==> src/rtl/scratchpad_sched_pkg.sv <==
// Shared types for the scratchpad read-side scheduler: rFIFO beat layout, matrix-type codes
// and sequencer state encodings.
package scratchpad_sched_pkg;

  localparam int MAT_S_W      = 3;
  localparam int ROWS_PER_MAT = 4;
  localparam int ROW_W        = $clog2(ROWS_PER_MAT);
  localparam logic [ROW_W-1:0] LAST_ROW = ROW_W'(ROWS_PER_MAT - 1);

  typedef enum logic [1:0] {
    MAT_T_STORE = 2'd0,
    MAT_T_A     = 2'd1,
    MAT_T_B     = 2'd2,
    MAT_T_C     = 2'd3
  } mat_type_e;

  typedef struct packed {
    logic [1:0]         mat_t;
    logic [MAT_S_W-1:0] mat_s;
    logic [ROW_W-1:0]   row_s;
    logic [31:0]        addr;
  } rFIFO_t;

  typedef enum logic [1:0] {G_IDLE, G_A, G_B, G_C} gemm_seq_state_t;
  typedef enum logic {S_IDLE, S_ROWS} st_seq_state_t;

endpackage

==> src/rtl/scratchpad_sched_rr_arb2.sv <==
// Two-way round-robin arbiter; the priority bit moves away from the winner only when a
// granted beat is actually pushed.
module scratchpad_sched_rr_arb2 (
  input  logic       CLK,
  input  logic       RST,
  input  logic [1:0] req,
  input  logic       push,
  output logic [1:0] grant
);

  logic prio;  // 0: req[0] wins a tie, 1: req[1] wins a tie

  always_comb begin
    grant = req;
    if (req == 2'b11) grant = prio ? 2'b10 : 2'b01;
  end

  always_ff @(posedge CLK or posedge RST) begin
    if (RST) prio <= 1'b0;
    else if (push && (grant != 2'b00)) prio <= grant[0];
  end

endmodule

==> src/rtl/scratchpad_sched.sv <==
// Read-side scheduler for one scratchpad bank: expands GEMM and store commands into row
// beats for the bank rFIFO. Optional stall counter: SCRATCHPAD_SCHED_STALL_CNT_EN.
module scratchpad_sched
  import scratchpad_sched_pkg::*;
#(
  parameter int MAX_OUTSTANDING = 2,
  parameter int ROW_STRIDE      = 8,
  localparam int OUT_W          = $clog2(MAX_OUTSTANDING + 1)
) (
  input  logic               CLK,
  input  logic               RST,
  input  logic               gemm_req,
  output logic               gemm_ready,
  input  logic [MAT_S_W-1:0] gemm_a,
  input  logic [MAT_S_W-1:0] gemm_b,
  input  logic [MAT_S_W-1:0] gemm_c,
  input  logic               st_req,
  output logic               st_ready,
  input  logic [MAT_S_W-1:0] st_mat,
  input  logic [31:0]        st_addr,
  input  logic               rFIFO_full,
  output logic               rFIFO_WEN,
  output rFIFO_t             rFIFO_wdata,
  input  logic               gemm_complete,
  output logic [OUT_W-1:0]   outstanding,
  output logic               busy,
  output gemm_seq_state_t    dbg_g_state,
  output st_seq_state_t      dbg_s_state
`ifdef SCRATCHPAD_SCHED_STALL_CNT_EN
  , output logic [31:0]      stall_cnt
`endif
);

  // Handshakes: a command transfers on the edge where *_req && *_ready; *_req must hold its
  // fields until then. A beat transfers on every edge where rFIFO_WEN is high.
  gemm_seq_state_t    g_state, g_next;
  st_seq_state_t      s_state, s_next;
  logic [ROW_W-1:0]   g_row, s_row;
  logic [MAT_S_W-1:0] g_a, g_b, g_c, st_mat_q;
  logic [31:0]        st_addr_q;
  logic [1:0]         grant;
  logic               g_pend, s_pend, push, g_push, s_push, g_last, s_last;
  logic               g_accept, s_accept, dec;
  rFIFO_t             wdata;

  assign g_pend   = (g_state != G_IDLE);
  assign s_pend   = (s_state != S_IDLE);
  assign push     = !rFIFO_full && (g_pend || s_pend);
  assign g_push   = push && grant[0];
  assign s_push   = push && grant[1];
  assign g_last   = g_push && (g_state == G_C) && (g_row == LAST_ROW);
  assign s_last   = s_push && (s_row == LAST_ROW);

  // Back-to-back GEMM accept is allowed only if the finishing GEMM still leaves room.
  assign gemm_ready = (g_state == G_IDLE) ? (outstanding < OUT_W'(MAX_OUTSTANDING))
                                          : (g_last && (outstanding < OUT_W'(MAX_OUTSTANDING - 1)));
  assign st_ready   = (s_state == S_IDLE) || s_last;
  assign g_accept   = gemm_req && gemm_ready;
  assign s_accept   = st_req && st_ready;

  scratchpad_sched_rr_arb2 u_arb (
    .CLK   (CLK),
    .RST   (RST),
    .req   ({s_pend, g_pend}),
    .push  (push),
    .grant (grant)
  );

  always_comb begin
    g_next = g_state;
    if (g_accept) g_next = G_A;
    else if (g_push && (g_row == LAST_ROW)) begin
      case (g_state)
        G_A:     g_next = G_B;
        G_B:     g_next = G_C;
        default: g_next = G_IDLE;
      endcase
    end
  end

  always_comb begin
    s_next = s_state;
    if (s_accept) s_next = S_ROWS;
    else if (s_last) s_next = S_IDLE;
  end

  always_ff @(posedge CLK or posedge RST) begin
    if (RST) begin
      g_state <= G_IDLE;
      g_row   <= '0;
      g_a     <= '0;
      g_b     <= '0;
      g_c     <= '0;
    end else begin
      g_state <= g_next;
      if (g_accept) begin
        g_row <= '0;
        g_a   <= gemm_a;
        g_b   <= gemm_b;
        g_c   <= gemm_c;
      end else if (g_push) begin
        g_row <= g_row + ROW_W'(1);
      end
    end
  end

  always_ff @(posedge CLK or posedge RST) begin
    if (RST) begin
      s_state   <= S_IDLE;
      s_row     <= '0;
      st_mat_q  <= '0;
      st_addr_q <= '0;
    end else begin
      s_state <= s_next;
      if (s_accept) begin
        s_row     <= '0;
        st_mat_q  <= st_mat;
        st_addr_q <= st_addr;
      end else if (s_push) begin
        s_row <= s_row + ROW_W'(1);
      end
    end
  end

  always_comb begin
    wdata = '0;
    if (grant[0]) begin
      wdata.row_s = g_row;
      case (g_state)
        G_A:     begin wdata.mat_t = MAT_T_A; wdata.mat_s = g_a; end
        G_B:     begin wdata.mat_t = MAT_T_B; wdata.mat_s = g_b; end
        G_C:     begin wdata.mat_t = MAT_T_C; wdata.mat_s = g_c; end
        default: ;
      endcase
    end else if (grant[1]) begin
      wdata.mat_t = MAT_T_STORE;
      wdata.mat_s = st_mat_q;
      wdata.row_s = s_row;
      wdata.addr  = st_addr_q + (32'(s_row) * 32'(ROW_STRIDE));
    end
  end

  assign rFIFO_WEN   = push;
  assign rFIFO_wdata = wdata;

  // A completion arriving with nothing outstanding is dropped rather than wrapping.
  assign dec = gemm_complete && (outstanding != '0);

  always_ff @(posedge CLK or posedge RST) begin
    if (RST) outstanding <= '0;
    else if (g_last && !dec) outstanding <= outstanding + OUT_W'(1);
    else if (dec && !g_last) outstanding <= outstanding - OUT_W'(1);
  end

  assign busy        = g_pend || s_pend || (outstanding != '0);
  assign dbg_g_state = g_state;
  assign dbg_s_state = s_state;

`ifdef SCRATCHPAD_SCHED_STALL_CNT_EN
  always_ff @(posedge CLK or posedge RST) begin
    if (RST) stall_cnt <= '0;
    else if ((g_pend || s_pend) && rFIFO_full && (stall_cnt != 32'hFFFF_FFFF))
      stall_cnt <= stall_cnt + 32'd1;
  end
`endif

endmodule

==> config.mk <==
export PLATFORM = sky130hd
export DESIGN_NAME = scratchpad_sched
export DESIGN_NICKNAME = d
export VERILOG_FILES = /design/src/rtl/scratchpad_sched_pkg.sv /design/src/rtl/scratchpad_sched_rr_arb2.sv /design/src/rtl/scratchpad_sched.sv
export SDC_FILE = /design/constraint.sdc
export NUM_CORES = 1
export LEC_CHECK = 0
export ABC_AREA = 1
export CAP_MARGIN = 20
export CELL_PAD_IN_SITES_DETAIL_PLACEMENT = 1
export CELL_PAD_IN_SITES_GLOBAL_PLACEMENT = 1
export CORE_ASPECT_RATIO = 1.5
export CORE_UTILIZATION = 36
export DETAILED_ROUTE_END_ITERATION = 12
export GPL_ROUTABILITY_DRIVEN = 0
export PLACE_DENSITY = 0.95
export RECOVER_POWER = 100
export SYNTH_ARGS = -nofsm -noshare
export SYNTH_HDL_FRONTEND = slang
export SYNTH_SLANG_ARGS = --single-unit
==> constraint.sdc <==
create_clock -name CLK -period 5.6 [get_ports CLK]
set_input_delay 1.68 -clock CLK [delete_from_list [all_inputs] [get_ports CLK]]
set_output_delay 1.68 -clock CLK [all_outputs]
set_load 0.005 [all_outputs]
### After elaboration in Yosys (flattened, before gate mapping)

Cells that the tools add are included.

* register bits after elaboration: 54
* output and inout bits: 48
* word-level logic and storage cells: 72

* $add $sub $neg: 5
* magnitude comparators: 2
* equality and inequality tests: 6
* mux-type cells: 18
* bitwise gates (word level): 1
* reduce and logical (&&, ||, !) cells: 29

Operator list (count)
* 37-bit 2-to-1 mux: 1
* 32-bit by 5-bit adder with 32-bit output: 1
* 32-bit 2-to-1 mux: 1
* 2-bit 2-to-1 mux: 10
* 2-bit nonzero test: 8
* 5-bit one-hot mux with 3 select lines: 1
* 1-bit logical AND: 14
* 2-bit == test, second input constant: 5
* 7-bit 2-to-1 mux: 1
* 2-bit by 1-bit adder with 2-bit output, second input constant: 3
* 2-bit one-hot mux with 2 select lines: 1
* 1-bit logical NOT: 3
* 1-bit logical OR: 3
* 1-bit 2-to-1 mux: 3
* 2-bit by 1-bit == test with 1-bit output, second input constant: 1
* 2-bit logical NOT: 1
* 2-bit by 1-bit < comparator with 1-bit output, second input constant: 1
* 2-bit < comparator, second input constant: 1
* 2-bit by 1-bit subtractor with 2-bit output, second input constant: 1
* 1-bit NOT: 1

### Logic depth before layout (Yosys ltp)

* depth after elaboration: 10
* gate-level depth with buffers: 14
* gate-level depth less buffers: 12

### Cells and area by module

A second synthesis with hierarchy kept.

* cells, all modules: 507
* area total of the unflattened synthesis: 3554.7 um2

Modules (own cells, without submodules)
* scratchpad_sched: times used 1, cells an instance 498, area an instance 3490.8 um2, seq. area each 1326.3 um2
* scratchpad_sched_rr_arb2: times used 1, cells an instance 9, area an instance 63.8 um2, seq. area each 25.0 um2

### Worst setup path after synthesis

No wires, ideal clock.

* path kind: in2out
* start point: in rFIFO_full
* end point: out gemm_ready
* arrival: 2.332 ns
* required time: 3.920 ns
* slack: 1.588 ns
* stages on the path: 4
* buffers on the path: 1
* cell sequence: a21oi_4 -> nand4_2 -> o21bai_4 -> buf_4

* cells in the longest elaborated chain, start to end: 7

RTL lines
* from (decl): line scratchpad_sched.sv:21 `input logic rFIFO_full,`
* 1-bit logical NOT: line scratchpad_sched.sv:48 `assign push = !rFIFO_full && (g_pend || s_pend);`
* 1-bit logical AND: line scratchpad_sched.sv:48
* 1-bit logical AND: line scratchpad_sched.sv:49 `assign g_push = push && grant[0];`
* 1-bit logical AND (2 in series): line scratchpad_sched.sv:51 `assign g_last = g_push && (g_state == G_C) && (g_row == LAST_ROW);`
* 1-bit logical AND: line scratchpad_sched.sv:56 `: (g_last && (outstanding < OUT_W'(MAX_OUTSTANDING - 1)));`
* 1-bit 2-to-1 mux: line scratchpad_sched.sv:55 `assign gemm_ready = (g_state == G_IDLE) ? (outstanding < OUT_W'(MAX_OUTSTANDING))`
* to (decl): line scratchpad_sched.sv:13 `output logic gemm_ready,`

Every way passes these cells.

### Worst setup path after layout

Same ends and word-level chain as after synthesis.

==> results.sh <==
export IMPL_grt_pass1_vias=4095
export IMPL_grt_pass1_wl_mm=19.1
export IMPL_clk_root_buffer_cell="clkbuf_16"
export IMPL_swShare=0.440
export IMPL_p_sw_mw=1.11
export IMPL_drc=0
export IMPL_numCtsBuffers=5
export IMPL_yosysTopAreaCell="dfrtp_1"
export IMPL_drv_slew=114
export IMPL_place_area_mm2=0.00452
export IMPL_grt_setup_unrepaired="false"
export IMPL_seq_area_frac_synth=0.389
export IMPL_ant_nets=0
export IMPL_synthArstFlopShare=1.00
export IMPL_max_freq_ghz=0.194
export IMPL_post_cts_buffers=0
export IMPL_design_die_area_mm2=0.0101
export IMPL_syn_to_final_growth_pct=33.6
export IMPL_place_ws_ps=652
export IMPL_max_slew_margin_rel=-1.01
export IMPL_pwr_share_clk=0.166
export IMPL_routed_via_density=5.24
export IMPL_routedWlPerCell_um=16.8
export IMPL_violations="max-capacitance violations, max-slew violations"
export IMPL_avgSynthCellArea_um2=7.01
export IMPL_grt_max_degree=59
export IMPL_slowest_delay_ps=560
export IMPL_setup_ws_ps=436
export IMPL_fin_setup_tns_ps=0
export IMPL_hold_path_class="flop to flop"
export IMPL_start_kind="input pin"
export IMPL_track_usage=0.254
export IMPL_cts_path_max_buffers=2
export IMPL_port_buffers=97
export IMPL_synth_cell_types=33
export IMPL_synth_area_leaders="dfrtp_1 39%, nand2_1 18%, nor2_1 6.8%"
export IMPL_cts_resized=0
export IMPL_internal_power_mw=1.41
export IMPL_antenna_found_initial=0
export IMPL_post_route_period_util=0.922
export IMPL_antenna_cells=0
export IMPL_period_needed_ps=5160
export IMPL_design_core_area_mm2=0.00931
export IMPL_drive_above_1_share=0.0203
export IMPL_end_kind="output pin"
export IMPL_crit_arrival_ps=3480
export IMPL_syn_inst=496
export IMPL_cpMostUsedCell="clkdlybuf4s50_1"
export IMPL_required_ps=3920
export IMPL_yosys_area_top_type_share=0.389
export IMPL_postCtsHoldBufs=0
export IMPL_via_count=3682
export IMPL_start_util=0.373
export IMPL_synth_flop_cell="dfrtp_1"
export IMPL_yosys_register_bits=54
export IMPL_fin_area_mm2=0.00464
export IMPL_synth_edf_count=0
export IMPL_crit_slowest_cell="clkdlybuf4s50_1"
export IMPL_clock_latency_ps=300
export IMPL_nets=654
export IMPL_die_w_um=82.2
export IMPL_crit_chain="clkdlybuf4s50_1, a21oi_1, nand4_1, o21bai_4, clkdlybuf4s50_1"
export IMPL_synth_area_mm2=0.00348
export IMPL_fp_row_count=43
export IMPL_synthTopCellsByCount="164 x nand2_1, 63 x nor2_1, 54 x dfrtp_1"
export IMPL_dp_hpwl_mm=8.93
export IMPL_drtIter0Drc=148
export IMPL_power_leakage_nw=2.23
export IMPL_grt_overflow_total=0
export IMPL_cts_tree="done"
export IMPL_cts_htree_levels=2
export IMPL_wl_mm=11.8
export IMPL_synth_most_common_cell="nand2_1"
export IMPL_yosys_warnings=0
export IMPL_nFillCells=1231
export IMPL_hold_viol=0
export IMPL_peakVddDrop_uv=288
export IMPL_clk_pin_slew_worst_paths_ps=70
export IMPL_path_class="input pin to output pin"
export IMPL_power_frac_seq=0.300
export IMPL_cts_sinks=54
export IMPL_tightest_slew_ps=3020
export IMPL_cp_max_fo=6
export IMPL_firstDrtPassIters=4
export IMPL_outcome="finished with violations"
export IMPL_fin_total_pwr_mw=2.52
export IMPL_pin_count=98
export IMPL_synth_nets=560
export IMPL_pwr_share_comb=0.534
export IMPL_max_cap_violations=2
export IMPL_fp_dieH_um=122
export IMPL_setup_violations=0
export IMPL_power_density_mw_per_mm2=542
export IMPL_fin_skew_ps=3.88
==> through the flow <==
stage | std cells | utilization | hold slack, ps
detailed placement | 695 | 0.486 | 467
global route | 703 | 0.499 | 508
global placement | 695 | 0.486 | 453
CTS | 703 | 0.507 | 485
finish | 703 | 0.499 | 484
floorplan | 496 | - | 442
==> path summary, 6_finish.rpt <==
path / from / endpoint / slack [ps] / cells past startpoint
max: rFIFO_full / gemm_ready / 440 / 5
max in group asynchronous: RST / st_addr_q[28] / 1040 / 3
max reg2reg: dbg_g_state[0] / st_addr_q[29] / 1760 / 12
min: g_c[2] / g_c[2] / 480 / 2
min in group asynchronous: RST / g_c[0] / 2870 / 3
min reg2reg: g_c[2] / g_c[2] / 480 / 2
==> final cells by class <==
cell class	count	area, um2	share of cell area
Clock buffer	6	139	0.0299
Sequential cell	54	1350	0.291
Clock inverter	2	60.1	0.0129
Inverter	53	199	0.0428
Multi-Input combinational cell	375	1770	0.381
Tap cell	112	140	0.0302
Timing Repair Buffer	101	986	0.212
==> logic make-up (layout without fill, tap and decap cells) <==
kind of cell	after synthesis	count (layout)	synth area share
AO/OA/AOI/OAI	73	73	0.126
XOR/XNOR	4	4	0.0101
buffers and inverters	67	162	0.0839
AND/OR/NAND/NOR	284	284	0.338
flip-flops	54	54	0.389
adder cells (fa/ha/maj)	14	14	0.0526
==> registers in the layout (all words and copies together) (netlist names), 2 cells and up <==
register and cells:
outstanding 2, s_row 2, g_row 2, st_mat_q 3, g_c 3, g_a 3, g_b 3, st_addr_q 32
dbg_g_state 2
==> cells in the final DEF, fill, tap and decap left out <==
| cell | instances |
|---|---|
| a22o_1 | 3 |
| a21boi_0 | 2 |
| nor2_1 | 64 |
| inv_1 | 51 |
| and2_1 | 1 |
| nand4_1 | 6 |
| clkinv_1 | 1 |
| clkbuf_8 | 1 |
| o21bai_4 | 1 |
| clkbuf_16 | 5 |
| nand2_1 | 167 |
| bufinv_16 | 2 |
| o22ai_1 | 3 |
| nor2_4 | 1 |
| clkdlybuf4s50_1 | 53 |
| o21a_1 | 1 |
| nor3_1 | 9 |
| xor2_1 | 3 |
| dlygate4sd3_1 | 44 |
| a21oi_1 | 21 |
| and3_1 | 1 |
| ha_1 | 13 |
| dfrtp_1 | 54 |
| xnor2_1 | 1 |
| o21ai_0 | 42 |
| clkbuf_1 | 4 |
| nand3_1 | 34 |
| inv_2 | 1 |
| nand2_2 | 1 |
| fa_1 | 1 |
==> routing by layer <==
metal | up-vias | wire (um) | GRT usage
li1 | 1764 | - | -
met2 | 106 | 6630 | 0.479
met5 | - | 0 | 0
met3 | 31 | 550 | 0.0461
met4 | 0 | 374 | 0.123
met1 | 1781 | 4240 | 0.259
==> critical path: cells and delay by family <==
family          cells  cell delay, ps
simple gates        1             260
buf+inv             2             980
compound gates      2             570
==> power by group through the flow <==
stage | registers, mW | clock network, mW | logic [mW]
after global routing | 0.777 | 0.434 | 1.50
final | 0.756 | 0.417 | 1.34
after detailed placement | 0.758 | 0 | 1.45
after global placement | 0.740 | 0 | 1.39
after floorplan | 0.703 | 0 | 0.832
after CTS | 0.753 | 0.423 | 1.48
(Power assumes the default switching activity.)
